===== src/rtl/mem_arbiter.sv =====
// Two-requester arbiter (instruction fetch, data) onto one shared memory port.
// Alternates on ties and aborts a transfer that waits TIMEOUT cycles for mem_ack.
module mem_arbiter #(
    parameter int unsigned TIMEOUT = 8'd64,
    parameter int unsigned TO_W    = 8
) (
    input  logic        clk,
    input  logic        rst,
    input  logic        if_req,
    input  logic [9:0]  if_addr,
    output logic        if_done,
    output logic [31:0] if_rdata,
    input  logic        dm_req,
    input  logic        dm_we,
    input  logic [11:0] dm_addr,
    input  logic [31:0] dm_wdata,
    output logic        dm_done,
    output logic [31:0] dm_rdata,
    output logic        stall,
    output logic        mem_req,
    output logic        mem_we,
    output logic [11:0] mem_addr,
    output logic [31:0] mem_wdata,
    input  logic [31:0] mem_rdata,
    input  logic        mem_ack,
    output logic        err
);
    localparam logic [1:0] S_IDLE    = 2'd0;
    localparam logic [1:0] S_BUSY_IF = 2'd1;
    localparam logic [1:0] S_BUSY_DM = 2'd2;
    localparam logic [TO_W-1:0] TO_LAST = TO_W'(TIMEOUT - 1);

    logic [1:0]      state_q, state_d;
    logic            last_dm_q, last_dm_d;   // 0: IF granted last, 1: DM granted last
    logic [TO_W-1:0] cnt_q, cnt_d;
    logic            mem_req_q, mem_req_d, mem_we_q, mem_we_d;
    logic [11:0]     mem_addr_q, mem_addr_d;
    logic [31:0]     mem_wdata_q, mem_wdata_d;
    logic            if_done_q, if_done_d, dm_done_q, dm_done_d;
    logic [31:0]     if_rdata_q, if_rdata_d, dm_rdata_q, dm_rdata_d;
    logic            err_q, err_d;
    logic            if_v, dm_v, gnt_dm, is_dm;

    // A requester whose done is high is still holding req for the finished access.
    assign if_v   = if_req & ~if_done_q;
    assign dm_v   = dm_req & ~dm_done_q;
    assign gnt_dm = dm_v & (~if_v | ~last_dm_q);
    assign is_dm  = (state_q == S_BUSY_DM);

    always_comb begin
        state_d     = state_q;
        last_dm_d   = last_dm_q;
        cnt_d       = cnt_q;
        mem_req_d   = mem_req_q;
        mem_we_d    = mem_we_q;
        mem_addr_d  = mem_addr_q;
        mem_wdata_d = mem_wdata_q;
        if_done_d   = 1'b0;
        dm_done_d   = 1'b0;
        if_rdata_d  = if_rdata_q;
        dm_rdata_d  = dm_rdata_q;
        err_d       = err_q;
        unique case (state_q)
            S_IDLE: begin
                if (gnt_dm) begin
                    state_d     = S_BUSY_DM;
                    mem_req_d   = 1'b1;
                    mem_we_d    = dm_we;
                    mem_addr_d  = dm_addr;
                    mem_wdata_d = dm_wdata;
                    cnt_d       = '0;
                end else if (if_v) begin
                    state_d    = S_BUSY_IF;
                    mem_req_d  = 1'b1;
                    mem_we_d   = 1'b0;
                    mem_addr_d = {if_addr, 2'b00};
                    cnt_d      = '0;
                end
            end
            S_BUSY_IF, S_BUSY_DM: begin
                if (mem_ack) begin
                    state_d   = S_IDLE;
                    mem_req_d = 1'b0;
                    last_dm_d = is_dm;
                    if (is_dm) begin
                        dm_done_d = 1'b1;
                        if (!mem_we_q) dm_rdata_d = mem_rdata;
                    end else begin
                        if_done_d  = 1'b1;
                        if_rdata_d = mem_rdata;
                    end
                end else if (cnt_q == TO_LAST) begin
                    state_d   = S_IDLE;
                    mem_req_d = 1'b0;
                    err_d     = 1'b1;
                    if (is_dm) begin
                        dm_done_d  = 1'b1;
                        dm_rdata_d = '0;
                    end else begin
                        if_done_d  = 1'b1;
                        if_rdata_d = '0;
                    end
                end else begin
                    cnt_d = cnt_q + TO_W'(1);
                end
            end
            default: state_d = S_IDLE;
        endcase
    end

    always_ff @(posedge clk or negedge rst) begin
        if (!rst) begin
            state_q     <= S_IDLE;
            last_dm_q   <= 1'b0;
            cnt_q       <= '0;
            mem_req_q   <= 1'b0;
            mem_we_q    <= 1'b0;
            mem_addr_q  <= '0;
            mem_wdata_q <= '0;
            if_done_q   <= 1'b0;
            dm_done_q   <= 1'b0;
            if_rdata_q  <= '0;
            dm_rdata_q  <= '0;
            err_q       <= 1'b0;
        end else begin
            state_q     <= state_d;
            last_dm_q   <= last_dm_d;
            cnt_q       <= cnt_d;
            mem_req_q   <= mem_req_d;
            mem_we_q    <= mem_we_d;
            mem_addr_q  <= mem_addr_d;
            mem_wdata_q <= mem_wdata_d;
            if_done_q   <= if_done_d;
            dm_done_q   <= dm_done_d;
            if_rdata_q  <= if_rdata_d;
            dm_rdata_q  <= dm_rdata_d;
            err_q       <= err_d;
        end
    end

    assign stall     = (if_req & ~if_done_q) | (dm_req & ~dm_done_q);
    assign mem_req   = mem_req_q;
    assign mem_we    = mem_we_q;
    assign mem_addr  = mem_addr_q;
    assign mem_wdata = mem_wdata_q;
    assign if_done   = if_done_q;
    assign dm_done   = dm_done_q;
    assign if_rdata  = if_rdata_q;
    assign dm_rdata  = dm_rdata_q;
    assign err       = err_q;
endmodule


===== config.mk =====
export PLATFORM = sky130hd
export DESIGN_NAME = mem_arbiter
export DESIGN_NICKNAME = d
export VERILOG_FILES = /design/src/rtl/mem_arbiter.sv
export SDC_FILE = /design/constraint.sdc
export NUM_CORES = 1
export LEC_CHECK = 0
export ABC_AREA = 0
export ABC_CLOCK_PERIOD_IN_PS = 2800
export BUFFER_PORTS_ARGS = -buffer_cell sky130_fd_sc_hd__buf_2
export CORE_ASPECT_RATIO = 0.75
export CORE_MARGIN = 2
export CORE_UTILIZATION = 48
export CTS_CLUSTER_SIZE = 40
export DETAILED_ROUTE_END_ITERATION = 12
export GPL_ROUTABILITY_DRIVEN = 0
export PLACE_DENSITY_LB_ADDON = 0.05
export SKIP_CTS_REPAIR_TIMING = 1
export SYNTH_ARGS = -nofsm -noshare
export SYNTH_HDL_FRONTEND = slang
export SYNTH_SLANG_ARGS = --single-unit

===== constraint.sdc =====
create_clock -name clk -period 2.8 [get_ports clk]
set_clock_uncertainty 0.15 [all_clocks]
set_input_delay 0.56 -clock clk [delete_from_list [all_inputs] [get_ports clk]]
set_output_delay 0.56 -clock clk [all_outputs]
set_load 0.01 [all_outputs]

## Yosys cells after proc, flatten, opt, wreduce, memory -nomap -nowiden

Index checks and enable logic that the tools add are counted.
W data, S select, Z words.

| word-level totals | value |
|---|---|
| bits in registers | 124 |
| logic and storage cells | 82 |
| output and inout port bits | 114 |
| bits of input ports | 92 |

| cells by class | value |
|---|---|
| eq/ne operators | 8 |
| reduce and logical (&&, ||, !) cells | 14 |
| multiplexer cells | 36 |
| bitwise operators | 11 |
| $add $sub $neg | 1 |

Operator list:

| kind | count |
|---|---|
| $mux W32 | 9 |
| $mux W8 | 4 |
| $mux W12 | 2 |
| $pmux W8 S2 | 1 |
| $mux W1 | 14 |
| $reduce_and A3 Y1 | 3 |
| $add A8 B1 Y8 const B | 1 |
| $eq A8 B6 Y1 const B | 1 |
| $mux W2 | 4 |
| $reduce_and A2 Y1 | 4 |
| $reduce_and A4 Y1 | 2 |
| $ne A2 B2 Y1 const B | 3 |
| $ne A3 B3 Y1 const B | 2 |
| $not A1 Y1 | 6 |
| $reduce_bool A2 Y1 | 3 |
| $pmux W2 S2 | 1 |
| $and A1 B1 Y1 | 3 |
| $eq A2 B1 Y1 const B | 1 |
| $eq A2 B2 Y1 const B | 1 |
| $logic_not A2 Y1 | 1 |
| $or A1 B1 Y1 | 2 |
| $pmux W1 S2 | 1 |
| $reduce_or A2 Y1 | 1 |

## Logic depth before layout (Yosys ltp)

Gate-level depths: netlist of run 1.

| logic depth | value |
|---|---|
| word-level depth | 7 |
| depth in mapped cells | 7 |
| mapped depth without buffers | 6 |

## Worst setup path after synthesis of run 1

OpenSTA, ideal clock, no wires.

| path | value |
|---|---|
| path type | flip-flop to flip-flop |
| start | register state_q[1] |
| end | register cnt_q[6] |
| cell stages (with the launch flop) | 8 |
| required time | 2,526 ps |
| clock period less this slack | 1,993 ps |
| library setup time | 124 ps |
| arrival time | 1,719 ps |
| path buffers | 1 |
| setup slack | 807 ps |
| cells stage by stage | dfrtp_1 -> inv_1 -> ha_1 -> buf_2 -> nand4b_1 -> or3_1 -> and3_1 -> a211o_1 |

| on the way | value |
|---|---|
| word-level cells in the longest chain between the ends | 4 |
| elaborated cells on any way between the ends | 10 |
| those cells by class | 5 x eq/ne; 1 x mux; 4 x reduce/logical |

RTL lines:

| what | RTL line | text |
|---|---|---|
| start: declaration | 33 | `logic [1:0] state_q, state_d;` |
| start signal: assignment | 126 | `state_q <= state_d;` |
| $eq A2 B2 Y1 or $eq A2 B1 Y1 (tied branches) | 63 | `unique case (state_q)` |
| $reduce_or A2 Y1 | 63 |  |
| $ne A2 B2 Y1 (no line) or $reduce_bool A2 Y1 (tied branches) | n/a |  |
| $reduce_and A4 Y1 (no line) | n/a |  |
| end signal: assignment | 128 | `cnt_q <= cnt_d;` |
| end: declaration | 35 | `logic [TO_W-1:0] cnt_q, cnt_d;` |

Parallel ways exist; a longest one is shown, timed or not.
A chain may end at the register's enable or synchronous reset.

## Worst setup path in the final report of run 1

Same ends and word-level chain as after synthesis.

==> out/metrics.yaml, run 1 <==
run_status:
  status: "completed"
global_route:
  grt_pass1_wl_mm: 19.76
  first_global_vias: 3859
  grt-ovfl-total: 0
  grt_max_degree: 54
  antenna_found_initial: 0
  grt.total_usage: 0.2293
yosys:
  async_flop_share: 1.000
  yosys.area.top_type: "dfrtp_1"
  synth-edff-count: 0
  synth_top_area_share: 0.6263
  ys_top_cells_by_area: "dfrtp_1, a22o_1, mux2_2"
  syn_nets: 469
  synth_commonest_cells: "dfrtp_1, a22o_1, mux2_2, nand2_1, nor2_1"
  yosys_warnings: 0
  yosysMostFrequentCell: "dfrtp_1"
  ys_types: 45
  syn_area_mm2: 0.004955
  ys.flop_type: "dfrtp_1"
  synth_seq_area_share: 0.6263
  ys_ff_latch: 124
  synthCells: 374
  syn_area_per_cell_um2: 13.25
sta:
  slew_headroom: 0.6157
  worst_hold_slack_ns: 0.2181
  hold_viol: 0
  setup_violations: 0
  layout_setup_ws_ns: 0.4791
  fin_tns_setup_ns: 0
  slew_violations: 0
  fmax_mhz: 430.9
  period_needed_ns: 2.321
  rsz0062_at_grt: "false"
  period_share: 0.8289
  worst-slew-pin-transition_ns: 0.5726
detailed_routing:
  wl_mm: 12.31
  drtAntennaViolNets: 0
  first_pass_iters: 7
  drt-wirelength-per-cell_um: 16.73
  vias: 3857
  viasPerCell: 5.240
  drtIter0Drc: 264
  drc: 0
placed_design:
  place_ws_ns: 0.5034
  dp_hpwl_mm: 8.424
  io_buffers: 205
cts:
  clockBufferDepth: 2
  cts_buffers: 17
  clkTransAtPathRegs_ns: 0.06
  cts_tree: "built"
  htree_levels: 4
  clock-sinks: 124
  clock_latency_ns: 0.40
  root_buffer: "clkbuf_16"
finish:
  antenna_cells: 0
  layout-drive-gt1-share: 0.4717
  utilization: 0.6709
  area_growth_pct: 37.70
  fin_nets: 682
power:
  p_leak_nw: 3.514
  ir_drop_mv: 0.6638
  power_w: 0.008759
  p_per_area_mw_per_mm2: 1284
floorplanning:
  die_h_um: 91.99
  start_util: 0.4872
  dieArea_mm2: 0.01116
  die_x_um: 121.3
  core_area_mm2: 0.01017
  io-pin-count: 206
  rows: 32
min_path:
  min_from: "dm_wdata[30]"
  min_to: "mem_wdata[30]"
  min_path_type: "input port to flop"
  min_path_cells: 2
worst_setup_path:
  worstPathRequired_ns: 2.93
  critPathKind: "flop to flop"
  worstSetupStartpointType: "flop"
  worst_setup_path_end_kind: "flop"
  crit_start: "state_q[1]"
  critPathArrivalTime_ns: 2.45
  timing.rr.start: "state_q[1]"
  r2r-end: "cnt_q[6]"
  cp_max_fo: 12
  worst_r2r_path_depth: 6
  r2r_slack_ns: 0.48
job:
  cap_viol_max_count: 0
[worst max path at each step]
stage	end	slack (ns)	depth (start not counted)
floorplan	cnt_q[6]	0.81	7
global placement	cnt_q[4]	0.49	6
detailed placement	cnt_q[6]	0.50	6
CTS	cnt_q[6]	0.48	6
global route	cnt_q[6]	0.33	6
finish	cnt_q[6]	0.48	6
[logic make-up after synthesis]
family,count (synthesis),synth area share
AOI/OAI and AO/OA,107,0.1745
adders and majority gates,3,0.007577
buffers and inverters,30,0.03232
DFF,124,0.6263
muxes,35,0.07904
and+or+nand+nor,75,0.08031
[flip-flops by register name, summed over array words and instances (netlist names), 2 cells and up]
name and count:
dm_rdata 32, cnt_q 8, mem_addr 12, state_q 2
mem_wdata 32, if_rdata 32
[cell usage in the layout, fill, tap and decap left out, types with 2 or more instances in the layout]
master      netlist  layout
nor2b_1           2       2
inv_1             9       9
ha_1              3       3
buf_2             8     204
clkbuf_16         0      17
a211o_1           2       2
clkinvlp_4        0       2
a22o_1           67      67
nand2b_1          4       4
o211a_1           2       2
buf_4             2       8
nor2_1           16      16
nor3_1            4       4
a21oi_1           4       4
a31oi_1          12      12
nand3_1           6       6
a211oi_1          3       3
clkinv_4          0       4
mux2_2           32      32
dfrtp_1         124     124
nand2_1          27      27
mux2i_1           2       2
and3_1            4       4
o21ai_0           4       4
bufinv_16         0       6
nand4b_1          2       2
buf_12            0       2
o211ai_1          2       2
a21o_1            3       3
[worst max-delay path, stage by stage (launching register included)]
cell and delay (ns):
dfrtp_1 0.37, inv_1 0.05, ha_1 0.53, nand4b_1 0.25
or3_1 0.39, and3_1 0.19, a211o_1 0.26
[report_power, final]
group,switching (W),internal (W)
clock,0.000795,0.00170
combinational,0.00164,0.00152
sequential,0.000474,0.00263
[layer usage]
layer / track usage / routed length (um) / vias up
met3: 0.08396 / 841 / 4
met5: 0 / 0 / -
met1: 0.3056 / 5499 / 1905
li1: - / - / 1822
met2: 0.3567 / 5922 / 126
met4: 0.06226 / 50 / 0
[metrics by stage]
stage | cells | area [um2]
floorplan | 374 | 4955
global route | 736 | 6823
detailed placement | 703 | 6131
CTS | 735 | 6813
global placement | 703 | 6131
finish | 736 | 6823
[layout make-up]
cell class,instances,area (um2)
Multi-Input combinational cell,220,1703
Clock buffer,19,442.9
Fill cell,800,3347
Inverter,9,33.78
Sequential cell,124,3103
Clock inverter,13,239.0
Tap cell,136,170.2
Timing Repair Buffer,215,1131
Note: power is estimated with default switching activity, not from simulation.
==> run 2, diff against run 1 <==
Settings changed: ABC_CLOCK_PERIOD_IN_PS 2800 to 2450.
Clock period 2.8 ns to 2.45 ns, I/O delays scaled along.
==> out/metrics.yaml, run 2 (synthesized netlist as in run 1, its figures left out) <==
worst_setup_path:
  critPathKind: "flop to flop"
  r2r_slack_ns: 0.18  # -0.30 ns
  worst_r2r_path_depth: 5  # -1
  timing.rr.start: "cnt_q[1]"
  worst_setup_path_end_kind: "flop"
  r2r-end: "if_rdata[17]"
  critPathArrivalTime_ns: 2.41  # -0.04 ns
  worstSetupStartpointType: "flop"
  worstPathRequired_ns: 2.59  # -0.34 ns
  cp_max_fo: 33  # +21
power:
  p_leak_nw: 3.486  # -0.80%
  ir_drop_mv: 0.6634  # about the same
  p_per_area_mw_per_mm2: 1423  # +11%
  power_w: 0.009586  # +9.5%
global_route:
  grt_pass1_wl_mm: 20.13  # +1.9%
  grt.total_usage: 0.2363  # +0.006909
  grt_use_met2: 0.3460  # -0.01077
  first_global_vias: 3912  # +1.4%
  grt-ovfl-total: 0  # unchanged
  antenna_found_initial: 0  # unchanged
  groute.layer.met3.usage: 0.06654  # -0.01741
  busiest_layer: "met2"
  grt_max_degree: 47  # -13%
  met1_usage: 0.3236  # +0.01808
cts:
  cts_buffers: 17  # unchanged
  cts_tree: "built"
  clkTransAtPathRegs_ns: 0.05  # about the same
  clockBufferDepth: 2  # unchanged
  clock_latency_ns: 0.41  # about the same
  root_buffer: "clkbuf_16"
  htree_levels: 4  # unchanged
  clock-sinks: 124  # unchanged
sta:
  slew_headroom: 0.6633  # +0.04754
  period_needed_ns: 2.270  # -0.05119 ns
  layout_setup_ws_ns: 0.1803  # -0.2988 ns
  worst_hold_slack_ns: 0.1520  # -0.06614 ns
  period_share: 0.9264  # +0.09752
  rsz0062_at_grt: "false"
  setup_violations: 0  # unchanged
  hold_viol: 0  # unchanged
  slew_violations: 0  # unchanged
  fmax_mhz: 440.6  # +2.3%
  fin_tns_setup_ns: 0  # unchanged
  worst-slew-pin-transition_ns: 0.5017  # -0.07083 ns
floorplanning:
  rows: 32  # unchanged
  die_h_um: 91.99  # unchanged
  die_x_um: 121.3  # unchanged
  io-pin-count: 206  # unchanged
  core_area_mm2: 0.01017  # unchanged
  dieArea_mm2: 0.01116  # unchanged
  start_util: 0.4872  # unchanged
finish:
  final_common_cell: "buf_2"
  antenna_cells: 0  # unchanged
  layout-drive-gt1-share: 0.4684  # -0.003228
  final_cell_mix: "buf_2, dfrtp_1, a22o_1"
  fin_nets: 685  # +0.44%
  area_growth_pct: 35.96
  fin_cells: 738  # +0.27%
detailed_routing:
  first_pass_iters: 6  # -1
  viasPerCell: 5.367  # +2.4%
  drc: 0  # unchanged
  vias: 3961  # +2.7%
  drtIter0Drc: 320  # +21%
  wl_mm: 12.48  # +1.3%
  drtAntennaViolNets: 0  # unchanged
  drt-wirelength-per-cell_um: 16.91  # +1.1%
placed_design:
  dp.cells: 706  # +0.43%
  place_ws_ns: 0.1986  # -0.3048 ns
  io_buffers: 205  # unchanged
  dp_hpwl_mm: 8.674  # +3.0%
job:
  cap_viol_max_count: 0  # unchanged
min_path:
  min_path_cells: 2  # unchanged
  min_to: "mem_addr[0]"
  min_path_type: "input port to flop"
  min_from: "dm_addr[0]"
run_status:
  status: "completed"
[run 2: worst max-delay path, cell delays in order (launching register included)]
cell and delay, ns:
dfrtp_1 0.42, ha_1 0.25, nand3_1 0.23, o21ai_2 0.34
nand3b_4 0.38, a22o_1 0.36
[run 2: final cells by class]
cell class	instances	area, um2
Fill cell	826	3433
Sequential cell	124	3103
Tap cell	136	170.2
Clock buffer	23	467.9
Timing Repair Buffer	218	1166
Inverter	9	33.78
Clock inverter	8	92.59
Multi-Input combinational cell	220	1703
[run 2: worst max-delay path by stage]
| stage | startpoint | to | depth (start not counted) |
|---|---|---|---|
| after floorplan | state_q[1] | cnt_q[6] | 7 |
| after global placement | cnt_q[0] | if_rdata[15] | 5 |
| after detailed placement | cnt_q[0] | if_rdata[17] | 5 |
| after CTS | cnt_q[0] | if_rdata[20] | 5 |
| after global routing | cnt_q[0] | if_rdata[17] | 5 |
| final | cnt_q[1] | if_rdata[17] | 5 |
[run 2: through the flow]
| stage | instance area, um2 | util |
|---|---|---|
| after CTS | 6726 | 0.6614 |
| after global routing | 6736 | 0.6624 |
| after global placement | 6166 | 0.6063 |
| after floorplan | 4955 | - |
| after detailed placement | 6166 | 0.6063 |
| final | 6736 | 0.6624 |
[run 2: power by group]
group	switching (W)	internal (W)
registers	0.000543	0.00301
clock network	0.000854	0.00153
logic	0.00190	0.00175
total	0.00329	0.00629
[run 2: routing by layer]
| metal | up-vias | wire length [um] |
|---|---|---|
| met3 | 20 | 938 |
| li1 | 1822 | - |
| met1 | 1942 | 5573 |
| met5 | - | 0 |
| met2 | 177 | 5683 |
| met4 | 0 | 282 |
